### src/rtl/alu_arbiter.sv
// alu_arbiter: shares one combinational ALU between NUM_REQ requesters.
// Requests are granted one at a time, the operands are registered onto the
// alu_* outputs for one execute cycle, and the registered result is returned
// with the requester index over a valid/ready response channel.
// Build option: define ALU_ARB_FIXED_PRI_EN for fixed (lowest-index-wins)
// priority; by default arbitration is round-robin.

package definitions;
  typedef enum logic [3:0] {
    ADD  = 4'd0,
    SUB  = 4'd1,
    AND  = 4'd2,
    OR   = 4'd3,
    XOR  = 4'd4,
    NOR  = 4'd5,
    SLT  = 4'd6,
    SLTU = 4'd7
  } op_code;
endpackage

module alu_arbiter
  import definitions::*;
#(
  parameter int NUM_REQ = 4,
  parameter int IDW     = $clog2(NUM_REQ)
) (
  input  logic                     clk,
  input  logic                     reset,
  input  logic [NUM_REQ-1:0]       req_valid_i,
  output logic [NUM_REQ-1:0]       req_ready_o,
  input  logic [NUM_REQ-1:0][31:0] req_rs_i,
  input  logic [NUM_REQ-1:0][31:0] req_rt_i,
  input  op_code [NUM_REQ-1:0]     req_op_i,
  output logic [31:0]              alu_rs_o,
  output logic [31:0]              alu_rt_o,
  output op_code                   alu_op_o,
  input  logic [31:0]              alu_result_i,
  input  logic                     alu_zero_i,
  output logic                     resp_valid_o,
  input  logic                     resp_ready_i,
  output logic [IDW-1:0]           resp_id_o,
  output logic [31:0]              resp_result_o,
  output logic                     resp_zero_o
);

  // state | meaning
  // IDLE  | offering a grant to the next valid requester
  // EXEC  | latched operands drive the ALU for one cycle
  // RESP  | result held on the response channel until accepted
  typedef enum logic [1:0] {IDLE, EXEC, RESP} state_t;

  state_t         state, state_nxt;
  logic [IDW-1:0] ptr;
  logic [IDW-1:0] winner;
  logic [IDW-1:0] cand;
  logic [IDW:0]   sum;
  logic           found;
  logic           grant;

  // Search for the first valid requester starting at ptr, wrapping at NUM_REQ.
  // In the fixed-priority build ptr is held at zero, so this degenerates to a
  // lowest-index-first search.
  always_comb begin
    found  = 1'b0;
    winner = '0;
    sum    = '0;
    cand   = '0;
    for (int k = 0; k < NUM_REQ; k++) begin
      sum = {1'b0, ptr} + (IDW+1)'(k);
      if (sum >= (IDW+1)'(NUM_REQ)) begin
        sum = sum - (IDW+1)'(NUM_REQ);
      end
      cand = sum[IDW-1:0];
      if (!found && req_valid_i[cand]) begin
        found  = 1'b1;
        winner = cand;
      end
    end
  end

  // State register.
  always_ff @(posedge clk) begin
    if (reset) begin
      state <= IDLE;
    end else begin
      state <= state_nxt;
    end
  end

  // Next-state logic and handshake outputs.
  always_comb begin
    state_nxt    = state;
    req_ready_o  = '0;
    resp_valid_o = 1'b0;
    grant        = 1'b0;
    case (state)
      IDLE: begin
        if (found) begin
          req_ready_o[winner] = 1'b1;
          grant               = 1'b1;
          state_nxt           = EXEC;
        end
      end
      EXEC: begin
        state_nxt = RESP;
      end
      RESP: begin
        resp_valid_o = 1'b1;
        if (resp_ready_i) begin
          state_nxt = IDLE;
        end
      end
      default: begin
        state_nxt = IDLE;
      end
    endcase
  end

`ifndef ALU_ARB_FIXED_PRI_EN
  logic [IDW-1:0] winner_inc;

  // Pointer successor, wrapping at NUM_REQ (which need not be a power of two).
  always_comb begin
    if (winner == IDW'(NUM_REQ - 1)) begin
      winner_inc = '0;
    end else begin
      winner_inc = winner + IDW'(1);
    end
  end
`endif

  // Operand latch on grant, result capture at the end of EXEC. The alu_*
  // registers deliberately keep their last value outside EXEC.
  always_ff @(posedge clk) begin
    if (reset) begin
      ptr           <= '0;
      alu_rs_o      <= '0;
      alu_rt_o      <= '0;
      alu_op_o      <= ADD;
      resp_id_o     <= '0;
      resp_result_o <= '0;
      resp_zero_o   <= 1'b0;
    end else begin
      if (grant) begin
        alu_rs_o  <= req_rs_i[winner];
        alu_rt_o  <= req_rt_i[winner];
        alu_op_o  <= req_op_i[winner];
        resp_id_o <= winner;
`ifdef ALU_ARB_FIXED_PRI_EN
        ptr       <= '0;
`else
        ptr       <= winner_inc;
`endif
      end
      if (state == EXEC) begin
        resp_result_o <= alu_result_i;
        resp_zero_o   <= alu_zero_i;
      end
    end
  end

endmodule

### config.mk
export PLATFORM = sky130hd
export DESIGN_NAME = alu_arbiter
export DESIGN_NICKNAME = d
export VERILOG_FILES = /design/src/rtl/alu_arbiter.sv
export SDC_FILE = /design/constraint.sdc
export NUM_CORES = 1
export LEC_CHECK = 0
export ABC_AREA = 1
export CORE_AREA = 2 2 163 165
export CTS_BUF_LIST = sky130_fd_sc_hd__clkbuf_16
export CTS_CLUSTER_DIAMETER = 60
export CTS_CLUSTER_SIZE = 14
export DETAILED_ROUTE_END_ITERATION = 8
export DIE_AREA = 0 0 165 167
export HOLD_SLACK_MARGIN = 0.08
export MAX_ROUTING_LAYER = met4
export PLACE_DENSITY = 0.64
export SLEW_MARGIN = 10
export SYNTH_ARGS = -nofsm -noshare
export SYNTH_HDL_FRONTEND = slang
export SYNTH_SLANG_ARGS = --single-unit
### constraint.sdc
create_clock -name clk -period 2.8 [get_ports clk]
set_clock_uncertainty 0.2 [all_clocks]
set_input_delay 0.56 -clock clk [delete_from_list [all_inputs] [get_ports clk]]
set_output_delay 0.56 -clock clk [all_outputs]
set_load 0.02 [all_outputs]
; ---- Word level (Yosys, flattened, before mapping)
; Index checks and enable logic that the tools add are counted.
[totals]
ff_bits = 107
out_inout_bits = 108
[op_classes]
addsub = 8
magnitude_cmp = 10
eq_ne = 5
n_mux = 37
n_reduce_logical = 9
[op_table]
columns = cell, n
row1 = binary-select mux 32 bit (select 2 bit), 2
row2 = 2-to-1 mux 32 bit, 2
row3 = 2-to-1 mux 2 bit, 11
row4 = less-than comparator 2 x 3 -> 1 bit (second input constant), 5
row5 = 2-to-1 mux 1 bit, 12
row6 = 2-to-1 mux 4 bit, 3
row7 = greater-or-equal comparator 3 bit (second input constant), 3
row8 = binary-select mux 1 bit (select 2 bit), 4
row9 = binary-select mux 4 bit (select 2 bit), 1
row10 = subtractor 2 x 1 -> 2 bit (second input constant), 4
row11 = adder 2 x 2 -> 3 bit (second input constant), 2
row12 = one-hot mux 2 bit (3 select lines), 1
row13 = equality test 2 bit (second input constant), 2
row14 = logical AND 1 bit, 4
row15 = inequality test 2 bit (second input constant), 2
row16 = adder 2 x 1 -> 3 bit (second input constant), 1
row17 = greater-or-equal comparator 2 x 3 -> 1 bit (second input constant), 1
row18 = logical NOT 1 bit, 3
row19 = adder 2 x 1 -> 2 bit (second input constant), 1
row20 = demux 1 bit (select 2 bit), 1
row21 = equality test 2 x 1 -> 1 bit (second input constant), 1
row22 = greater-or-equal comparator 2 x 1 -> 1 bit (second input constant), 1
row23 = logical NOT 2 bit, 1
row24 = AND reduction 2 bit, 1

; ---- Depth between registers and ports, before layout
[depth]
word_depth = 20
mapped_depth = 15
mapped_depth_nobuf = 14

; ---- Least setup slack after synthesis
; No wires, ideal clock.
[synth_path]
kind = input port to output port
start = input port req_valid_i[1]
end = output port req_ready_o[3]
t_arrival_ns = 2.010
slack_ns = 0.030
path_stages = 13
path_cell_list = inv_1 nand2_1 nand3_1 nand2_2 nor2_4 nand3_1 nand2_1 nand2_2 inv_2 buf_2 ha_1 inv_1 nor2_1
[synth_via]
elab_chain_len = 18
[synth_rtl]
columns = item, line
row1 = "start, declared", 29  ; input logic [NUM_REQ-1:0] req_valid_i,
row2 = binary-select mux 1 bit (select 2 bit), 74  ; if (!found && req_valid_i[cand]) begin
row3 = 2-to-1 mux 1 bit (not written as such), 74
row4 = 2-to-1 mux 1 bit, 74
row5 = logical NOT 1 bit, 74
row6 = logical AND 1 bit, 74
row7 = 2-to-1 mux 1 bit, 74
row8 = logical NOT 1 bit, 74
row9 = logical AND 1 bit, 74
row10 = [2 not listed], n/a
row11 = logical AND 1 bit, 74
row12 = 2-to-1 mux 2 bit, 74
row13 = less-than comparator 2 x 3 -> 1 bit (not written as such) or greater-or-equal comparator 2 x 1 -> 1 bit (tied branches), 99  ; req_ready_o[winner] = 1'b1;
row14 = logical AND 1 bit (not written as such), 99
row15 = 2-to-1 mux 1 bit (not written as such), 99
row16 = demux 1 bit (select 2 bit), 99
row17 = 2-to-1 mux 4 bit (*), 98  ; if (found) begin
row18 = 2-to-1 mux 4 bit (*), 96  ; case (state)
row19 = "end, declared", 30  ; output logic [NUM_REQ-1:0] req_ready_o,
; Every way passes the cells marked *; elsewhere a longest branch is shown, timed or not. The select of a mux whose other input is x is not followed.

; ---- Final worst setup path
[layout_path]
start = register ptr[0]
end = output port req_ready_o[2]
[layout_via]
elab_chain_len = 20
[layout_rtl]
columns = item, line
row1 = "start, declared", 53  ; logic [IDW-1:0] ptr;
row2 = "start signal, assigned", 152  ; ptr <= winner_inc;
row3 = "parallel branches: the longest is 18 deep, another holds adder 2 x 1 -> 3 bit", n/a
row4 = 2-to-1 mux 4 bit (*), 98
row5 = 2-to-1 mux 4 bit (*), 96
; Mark *: on every way between the ends. The select of a mux whose other input is x is not followed.

==> metrics.md <==
| Metric | Value |
|---|---|
| Setup WS post-layout | `19.1 ps` |
| Drt drc | `0` |
| Kind of critical path | `register to primary output` |
| Worst EP required | `2040 ps` |
| Synth Area in XOR/XNOR | `0%` |
| Worst skew pair latency | `350 ps` |
| Clock transition at path regs | `90 ps` |
| Hold_sp | `resp_result_o[13]` |
| Crit path DAT | `2020 ps` |
| WL final | `30.4 mm` |
| Final period util | `99.3%` |
| GRT Residual Overflow | `0` |
| Worst setup startpoint | `ptr[0]` |
| Post-Syn Area | `6750 sq um` |
| Synth warnings | `0` |
| Vias in the first global route | `8342` |
| Final Setup Violations | `0` |
| WHS Path Cells | `2` |
| Final net count | `1913` |
| Dpl ws | `-756 ps` |
| Leakage | `5.32 nW` |
| First-pass GRT wire length | `44.8 mm` |
| Tot GR Track Use | `21.3%` |
| Post-synthesis adder-cell area fraction | `0.185%` |
| Layout cells sized above 1 | `7.85%` |
| Area Growth Syn to Fin | `77.3%` |
| Startpoint Class | `register` |
| CTS Root Cell | `clkbuf_16` |
| CTS tree | `built` |
| Die X | `165 um` |
| Vias | `8798` |
| Reg2Reg Depth | `17` |
| Total power | `12.7 mW` |
| TritonCTS buffer count | `9` |
| DIE HEIGHT | `167 um` |
| Min cycle time layout | `2780 ps` |
| IO buf count | `419` |
| H-tree Lvls | `3` |
| Average size of a mapped cell | `5.62 sq um` |
| Row cnt | `59` |
| Vias per inst | `4.53` |
| PwrDens | `1060 nW/um^2` |
| Hold crit path type | `register to register` |
| Reg-to-Reg Start | `ptr[0]` |
| Simple-Gate Fraction of Synth Area | `53.9%` |
| Post-synthesis mux area share | `0%` |
| Final hold vios | `0` |
| IO Pins | `420` |
| Status | `completed` |
| Clk sink count | `107` |
| Synth cell types | `23` |
| DIE AREA | `27600 sq um` |
| Crit path max fanout | `8` |
| Filler cells | `2695` |
| Placeable Area | `25800 sq um` |
| Kind of end point of the critical path | `primary output` |
| GP Congestion | `0.852` |
| DRT Pass-1 Iters | `7` |
| Cells after synthesis | `1202` |
| Main combinational cell family by area after synthesis | `simple AND/OR/NAND/NOR gates` |
| Post-Syn Nets | `1515` |
| Sequential element share of the synthesized area | `31.7%` |
| Max-Slew Margin vs Limit | `32.3%` |
| Least-Margin Pin Slew | `1010 ps` |
| Finished Layout Cells | `1941` |
| Max Slew Vio Count | `0` |
| Max Cap Viol | `0` |
| ANT nets after route | `0` |
| Top achievable clock speed | `360 MHz` |
| RSZ-0062 raised after global routing | `yes` |
| Inst Count DP | `1912` |
| Starting density of the core | `26.2%` |
| Initial antenna violation count | `0` |
| DR iter-0 viols | `464` |
| Clock buffer depth | `2` |
| Worst VDD drop | `1.34 mV` |
| Number of synthesized register bits | `107` |
| Complex-gate fraction of the synthesized area | `2.93%` |
| Wire length per cell | `15.7 um` |
| Pin count of the biggest net entering global routing | `98` |
| Hpwl dp | `21.5 mm` |
[power by group]
group	switching, mW	total (mW)	internal, mW
clock network	0.688	1.32	0.637
logic	5.47	9.00	3.52
registers	0.280	2.33	2.05
total	6.44	12.7	6.21
[synth_stat cells]
master | instances | area share (%)
dfxtp_1 | 107 | 32
nor2_2 | 2 | 0.19
buf_1 | 9 | 0.50
ha_1 | 1 | 0.19
a21oi_1 | 37 | 2.7
nor3_1 | 2 | 0.15
buf_2 | 32 | 2.4
nor2_1 | 350 | 19
nand2_2 | 2 | 0.19
a211oi_1 | 1 | 0.11
buf_6 | 5 | 0.83
nand3_2 | 1 | 0.15
inv_1 | 78 | 4.3
nand3_1 | 210 | 16
nor2_4 | 2 | 0.33
nand4_1 | 1 | 0.093
buf_4 | 14 | 1.6
o21ai_0 | 1 | 0.074
nand2_1 | 315 | 18
clkbuf_1 | 24 | 1.3
inv_2 | 6 | 0.33
nand3b_1 | 1 | 0.11
nand2_4 | 1 | 0.17
[critical path, cell delays in order (launching register included)]
cell and delay, ps:
dfxtp_4 440, buf_6 140, nand2_2 50, nand2_2 70, nand2_2 60, nand2_2 90, nor2_2 50, nor2_2 130
nand2_4 80, nand2_4 90, inv_6 50, buf_6 110, nor3_4 150, buf_6 140
[layout by cell type (no fill, tap or decap), types with 3 or more instances in the layout]
cell	Yosys	routed
nor2_4	2	6
nand2_4	1	6
inv_2	6	6
a21oi_1	37	36
inv_1	78	76
dlygate4sd2_1	0	4
nor2_1	350	345
inv_6	0	4
buf_4	14	35
nand2_2	2	20
nand2_1	315	292
clkbuf_16	0	10
dfxtp_1	107	106
buf_12	0	7
clkdlybuf4s50_1	0	410
nand3_2	1	3
buf_6	5	13
nand3_1	210	206
nor2_2	2	3
clkinv_8	0	3
[metrics by stage]
stage | TNS, ps | util, % | area (sq um) | hold slack [ps]
6_report | 0 | 46.5 | 12000 | 267
4_1_cts | 0 | 45.6 | 11700 | 268
5_1_grt | -224 | 46.5 | 12000 | 289
3_5_place_dp | -35470 | 44.0 | 11300 | 255
2_1_floorplan | 0 | - | 6750 | 339
3_3_place_gp | -36070 | 44.0 | 11300 | 252
[what timing repair did]
action / 4_1_cts / 5_1_grt
cloned: 0 / 1
hold buffers: 0 / 0
setup buffers: 5 / 6
gates resized for setup: 46 / 47
pin swaps: 9 / 23
setup endpoints to repair: 73 / 73
[worst paths after layout]
kind                             to  slack [ps]
hold / removal    resp_result_o[13]         270
hold reg to reg   resp_result_o[13]         270
setup / recovery     req_ready_o[2]          20
setup reg to reg       alu_rs_o[28]         200
[flip-flops by register name (all words and copies together), names as in the netlist]
| register | flops |
|---|---|
| ptr | 2 |
| state | 2 |
| resp_result_o | 32 |
| resp_zero_o | 1 |
| alu_rs_o | 32 |
| alu_op_o | 4 |
| resp_id_o | 2 |
| alu_rt_o | 32 |
[layer usage]
| metal | GRT usage (%) | vias to the layer above | wire, um |
|---|---|---|---|
| met3 | 4.58 | 39 | 2190 |
| met2 | 37.4 | 310 | 15100 |
| met1 | 24.2 | 3932 | 12400 |
| met5 | - | - | 0 |
| met4 | 5.97 | 0 | 648 |
| li1 | - | 4517 | - |
[kinds of logic after synthesis]
| family | Yosys count |
|---|---|
| AND/OR/NAND/NOR | 887 |
| AO/OA/AOI/OAI | 39 |
| adder cells (fa/ha/maj) | 1 |
| flip-flops | 107 |
| buffers and inverters | 168 |
[final cells by class]
class	instances	area, sq um	share of cell area, %
well taps	335	419	3.50
multi-input cells	927	4030	33.7
inverters	84	325	2.72
clock inverters	7	82.6	0.690
diodes	1	2.50	0.0209
clock buffers	9	225	1.88
repair buffers	471	4740	39.6
flip-flops and latches	107	2150	17.9
Power figures use the tool's default switching activity.
